### src/rtl/alu32_pkg.sv
// Shared definitions for the ALU result stage: op codes, occupancy encoding
// and the flag bundle stored alongside each buffered result.
package alu32_pkg;

   localparam logic [2:0] OP_AND = 3'd0;
   localparam logic [2:0] OP_OR  = 3'd1;
   localparam logic [2:0] OP_XOR = 3'd2;
   localparam logic [2:0] OP_NOT = 3'd3;
   localparam logic [2:0] OP_ADD = 3'd4;
   localparam logic [2:0] OP_SRL = 3'd5;
   localparam logic [2:0] OP_SLL = 3'd6;
   localparam logic [2:0] OP_NOP = 3'd7;

   // State code equals the occupancy reported on Count.
   localparam logic [1:0] ST_EMPTY = 2'd0;
   localparam logic [1:0] ST_ONE   = 2'd1;
   localparam logic [1:0] ST_FULL  = 2'd2;

   typedef struct packed {
      logic       co;
      logic       zero;
      logic       neg;
      logic [2:0] op;
   } flag_t;

endpackage

### src/rtl/alu32_res_entry.sv
// One buffered ALU result plus its flags; loads when i_en is high and
// clears to zero on reset.
module alu32_res_entry
   import alu32_pkg::*;
#(
   parameter int WIDTH = 32
) (
   input  logic             Clk,
   input  logic             Rst_n,
   input  logic             i_en,
   input  logic [WIDTH-1:0] i_result,
   input  flag_t            i_flags,
   output logic [WIDTH-1:0] o_result,
   output flag_t            o_flags
);

   logic [WIDTH-1:0] r_result;
   flag_t            r_flags;

   always_ff @(posedge Clk or negedge Rst_n) begin
      if (!Rst_n) begin
         r_result <= '0;
         r_flags  <= '0;
      end else if (i_en) begin
         r_result <= i_result;
         r_flags  <= i_flags;
      end
   end

   assign o_result = r_result;
   assign o_flags  = r_flags;

endmodule

### src/rtl/alu32_result_stage.sv
// Two-entry in-order buffer for ALU results with zero/neg/carry flag capture
// and a saturating counter of discarded NOP results.
//
// state    | meaning
// ST_EMPTY | no entries, OutValid low
// ST_ONE   | head valid, tail free
// ST_FULL  | head and tail valid, InReady low
module alu32_result_stage
   import alu32_pkg::*;
#(
   parameter int WIDTH = 32,
   parameter int DROPW = 8
) (
   input  logic             Clk,
   input  logic             Rst_n,
   input  logic             InValid,
   output logic             InReady,
   input  logic [WIDTH-1:0] InResult,
   input  logic             InCO,
   input  logic [2:0]       InOp,
   output logic             OutValid,
   input  logic             OutReady,
   output logic [WIDTH-1:0] OutResult,
   output logic             OutCO,
   output logic             OutZero,
   output logic             OutNeg,
   output logic [2:0]       OutOp,
   output logic [1:0]       Count,
   output logic [DROPW-1:0] DropCnt
);

   logic [1:0]       r_state;
   logic [1:0]       w_state_nxt;
   logic [DROPW-1:0] r_drop;
   logic             w_push, w_push_st, w_push_nop, w_pop;
   logic             w_head_en, w_tail_en, w_head_from_tail;
   flag_t            w_in_flags, w_head_flags, w_tail_flags, w_head_d_flags;
   logic [WIDTH-1:0] w_head_result, w_tail_result, w_head_d_result;

   assign InReady    = (r_state != ST_FULL);
   assign OutValid   = (r_state != ST_EMPTY);
   assign w_push     = InValid & InReady;
   assign w_push_nop = w_push & (InOp == OP_NOP);
   assign w_push_st  = w_push & (InOp != OP_NOP);
   assign w_pop      = OutValid & OutReady;

   // Carry is only meaningful for adds; other ops report CO=0.
   assign w_in_flags.co   = InCO & (InOp == OP_ADD);
   assign w_in_flags.zero = (InResult == '0);
   assign w_in_flags.neg  = InResult[WIDTH-1];
   assign w_in_flags.op   = InOp;

   always_comb begin
      w_state_nxt      = r_state;
      w_head_en        = 1'b0;
      w_tail_en        = 1'b0;
      w_head_from_tail = 1'b0;
      case (r_state)
         ST_EMPTY: begin
            if (w_push_st) begin
               w_head_en   = 1'b1;
               w_state_nxt = ST_ONE;
            end
         end
         ST_ONE: begin
            case ({w_push_st, w_pop})
               2'b10: begin
                  w_tail_en   = 1'b1;
                  w_state_nxt = ST_FULL;
               end
               2'b01:   w_state_nxt = ST_EMPTY;
               2'b11:   w_head_en   = 1'b1;
               default: w_state_nxt = ST_ONE;
            endcase
         end
         ST_FULL: begin
            if (w_pop) begin
               w_head_en        = 1'b1;
               w_head_from_tail = 1'b1;
               w_state_nxt      = ST_ONE;
            end
         end
         default: w_state_nxt = ST_EMPTY;
      endcase
   end

   assign w_head_d_result = w_head_from_tail ? w_tail_result : InResult;
   assign w_head_d_flags  = w_head_from_tail ? w_tail_flags  : w_in_flags;

   always_ff @(posedge Clk or negedge Rst_n) begin
      if (!Rst_n) begin
         r_state <= ST_EMPTY;
         r_drop  <= '0;
      end else begin
         r_state <= w_state_nxt;
         if (w_push_nop && (r_drop != {DROPW{1'b1}}))
            r_drop <= r_drop + 1'b1;
      end
   end

   alu32_res_entry #(.WIDTH(WIDTH)) u_head (
      .Clk      (Clk),
      .Rst_n    (Rst_n),
      .i_en     (w_head_en),
      .i_result (w_head_d_result),
      .i_flags  (w_head_d_flags),
      .o_result (w_head_result),
      .o_flags  (w_head_flags)
   );

   alu32_res_entry #(.WIDTH(WIDTH)) u_tail (
      .Clk      (Clk),
      .Rst_n    (Rst_n),
      .i_en     (w_tail_en),
      .i_result (InResult),
      .i_flags  (w_in_flags),
      .o_result (w_tail_result),
      .o_flags  (w_tail_flags)
   );

   assign OutResult = w_head_result;
   assign OutCO     = w_head_flags.co;
   assign OutZero   = w_head_flags.zero;
   assign OutNeg    = w_head_flags.neg;
   assign OutOp     = w_head_flags.op;
   assign Count     = r_state;
   assign DropCnt   = r_drop;

endmodule

### config.mk
export PLATFORM = sky130hd
export DESIGN_NAME = alu32_result_stage
export DESIGN_NICKNAME = d
export VERILOG_FILES = /design/src/rtl/alu32_pkg.sv /design/src/rtl/alu32_res_entry.sv /design/src/rtl/alu32_result_stage.sv
export SDC_FILE = /design/constraint.sdc
export NUM_CORES = 1
export LEC_CHECK = 0
export ABC_AREA = 1
export CAP_MARGIN = 30
export CORE_ASPECT_RATIO = 0.75
export CORE_MARGIN = 5
export CORE_UTILIZATION = 55
export CTS_CLUSTER_SIZE = 25
export DETAILED_ROUTE_END_ITERATION = 7
export PLACE_DENSITY = 0.86
export SKIP_CTS_REPAIR_TIMING = 1
export SYNTH_ARGS = -nofsm -noshare
export SYNTH_HDL_FRONTEND = slang
export SYNTH_HIERARCHICAL = 1
export SYNTH_SLANG_ARGS = --single-unit
### constraint.sdc
create_clock -name Clk -period 3.3 [get_ports Clk]
set_input_delay 0.66 -clock Clk [delete_from_list [all_inputs] [get_ports Clk]]
set_output_delay 0.66 -clock Clk [all_outputs]
set_load 0.01 [all_outputs]
==> metrics.md <==
| Metric | Value |
|---|---|
| Fill count | 633 |
| Status | finished clean |
| Hold violation total from the final report | 0 |
| Leading area contributor after synthesis | dfrtp_1 |
| WP data arrival | 2.70 ns |
| Area of the multi-input gates | 1750 sq um |
| Worst setup SP type | primary input |
| First-pass GRT wire length | 17000 um |
| Final period util | 73.2% |
| Clock Tree Root | clkbuf_8 |
| Largest net degree at the start of global routing | 53 |
| Final setup viols | 0 |
| Initial Utilization | 56.6% |
| GPL Wtd Cong | 0.792 |
| Sequential cell area | 2150 sq um |
| Pre-Repair DR Iteration Count | 5 |
| Sequential area share after synthesis | 51.7% |
| FP Rows | 27 |
| Remaining Overflow, GRT | 0 |
| Setup_tns | 0 ns |
| Hold Slack | 0.271 ns |
| Yosys Warn Count | 6 |
| Vias per inst | 4.96 |
| Reg2Reg Setup Slack | 1.09 ns |
| CTS HTree Levels | 3 |
| ANT cells | 0 |
| Placed cell count | 736 |
| Tot GR Track Use | 21.9% |
| Final WL | 10000 um |
| Routed wl met3 | 558 um |
| Leak | 2.80 nW |
| Slew Viols, Final | 0 |
| Layout area overhead | 25.9% |
| Vias | 3733 |
| Final cell count without fillers | 752 |
| WL met1 | 4590 um |
| Synth unique cells | 22 |
| IO Port Bufs | 89 |
| Max-Cap Viols | 0 |
| Critical path class | primary input to register |
| Predominant post-synthesis flop cell | dfrtp_1 |
| Num CTS Buffers | 9 |
| Highest clock rate | 414 MHz |
| Fin area | 5250 sq um |
| DP HPWL | 6680 um |
| Mean Syn Cell Area | 7.37 sq um |
| TritonCTS clock tree | built |
| Syn Inst Count | 565 |
| Final net count | 689 |
| Slew HR | 54.6% |
| Max VDD drop | 0.479 mV |
| Met2 WL | 4800 um |
| Worst slew pin tran | 0.679 ns |
| CP max FO | 38 |
| Clk slew on worst S/H paths | 0.08 ns |
| Pwr dens | 843 nW/um^2 |
| RSZ-0062 raised after global routing | no |
| Commonest non-fill, non-tap cell in the layout | nand2_1 |
| Placeable core area | 7360 sq um |
| Tmin final | 2.42 ns |
| Syn_nets | 608 |
| Top cell type's share of synthesized area | 51.7% |
| EDFF count, synth | 0 |
| Worst R2R End | u_head/o_result[12]$_DFFE_PN0P_ |
| Clk_skew | 0.00936 ns |
| Req. time, crit path | 3.59 ns |
| Die ar. | 9430 sq um |
| Chip height | 85.4 um |
| Die Width | 110 um |
| Yosys reg bits | 86 |
| Synth top area cells | dfrtp_1, nand2_1, buf_6, nor2_1, buf_4 |
| Crit. End Element | register |
| Synth Cell Area | 4170 sq um |
| Ys async rst share | 100% |
| Most frequent cells in the layout | nand2_1, clkdlybuf4s50_1, dfrtp_1 |
| # clock sinks | 86 |
| Clk buf depth | 2 |
| Antenna-violating nets left | 0 |
| Vias in the first global route | 3684 |
| Worst hold path class | primary input to async pin |
| Reg2Reg Depth | 10 |
| RR Startpoint | Count[0]$_DFFE_PN0P_ |
| Initial antenna violation count | 0 |
| Num ports | 90 |
| Share of cells above drive strength 1 | 4.30% |
| Worst skew pair latency | 0.34 ns |
| Routed len/inst | 13.3 um |
| Initial detailed-routing violation count | 181 |
| Residual DRC count | 0 |
| Dpl cell area | 5030 sq um |
| Top layer in use | met4 |
==> worst max path at each step <==
stage	from	to
after floorplan	InOp[1]	u_tail/o_result[10]$_DFFE_PN0P_
after global placement	InOp[2]	u_head/o_result[9]$_DFFE_PN0P_
after detailed placement	InOp[2]	u_head/o_flags[1]$_DFFE_PN0P_
after CTS	InOp[2]	u_head/o_flags[1]$_DFFE_PN0P_
after global routing	InOp[2]	u_head/o_result[16]$_DFFE_PN0P_
final	InOp[2]	u_head/o_result[12]$_DFFE_PN0P_
==> cells in the mapped netlist (2+ instances only) <==
cell type	instances
dfrtp_1	86
buf_4	6
inv_2	4
xor2_1	3
nor2_1	31
xnor2_1	2
buf_6	12
nand3_1	7
nor3_1	2
buf_2	6
ha_1	3
nand2_1	382
o21ai_0	2
inv_1	11
==> flip-flops by register name (all words and copies together) (netlist names) <==
signal	count
u_tail/o_flags	6
DropCnt	8
u_tail/o_result	32
u_head/o_result	32
Count	2
u_head/o_flags	6
==> metal layers <==
layer  track usage [%]  up-vias
met5                 0        -
met4              3.69        0
met3              7.20        8
met2              36.8      113
met1              28.3     1749
li1                  -     1863
==> metrics by stage <==
| stage | total power, W | setup slack [ns] | utilization, % |
|---|---|---|---|
| 6_report | 0.00442 | 0.885 | 71.2 |
| 2_1_floorplan | 0.00288 | 1.36 | - |
| 4_1_cts | 0.00445 | 0.899 | 71.2 |
| 5_1_grt | 0.00477 | 0.713 | 71.2 |
| 3_3_place_gp | 0.00354 | 0.659 | 68.0 |
| 3_5_place_dp | 0.00365 | 0.526 | 68.3 |
==> area by class of cell <==
cell class / count / area share (%)
Clock inverter: 5 / 1.55
Multi-Input combinational cell: 440 / 33.4
Timing Repair Buffer: 94 / 18.0
Inverter: 15 / 1.07
Tap cell: 101 / 2.41
Clock buffer: 11 / 2.50
Sequential cell: 86 / 41.0
==> logic make-up (layout without fill, tap and decap cells) <==
family | after synthesis | in the layout | share of synthesized area [%]
buffers and inverters | 39 | 125 | 6.40
DFF | 86 | 86 | 51.7
adders and majority gates | 3 | 3 | 0.901
AOI/OAI and AO/OA | 5 | 5 | 0.661
xor gates and xnor gates | 5 | 5 | 1.05
and+or+nand+nor | 427 | 427 | 39.3
==> power breakdown <==
| group | total [W] | internal [W] | switching, W | leakage (nW) |
|---|---|---|---|---|
| Sequential | 0.00181 | 0.00152 | 0.000288 | 1.08 |
| Clock | 0.000791 | 0.000429 | 0.000362 | 0.104 |
| Combinational | 0.00182 | 0.000812 | 0.00101 | 1.62 |
==> worst max-delay path: stages <==
cell	delay, ns
clkdlybuf4s50_1	0.52
nand3_1	0.11
nand3_1	0.12
inv_1	0.08
ha_1	0.18
nand2_1	0.11
o211ai_1	0.14
inv_2	0.53
nand2_1	0.14
nand2_1	0.09
Power figures use the tool's default switching activity.
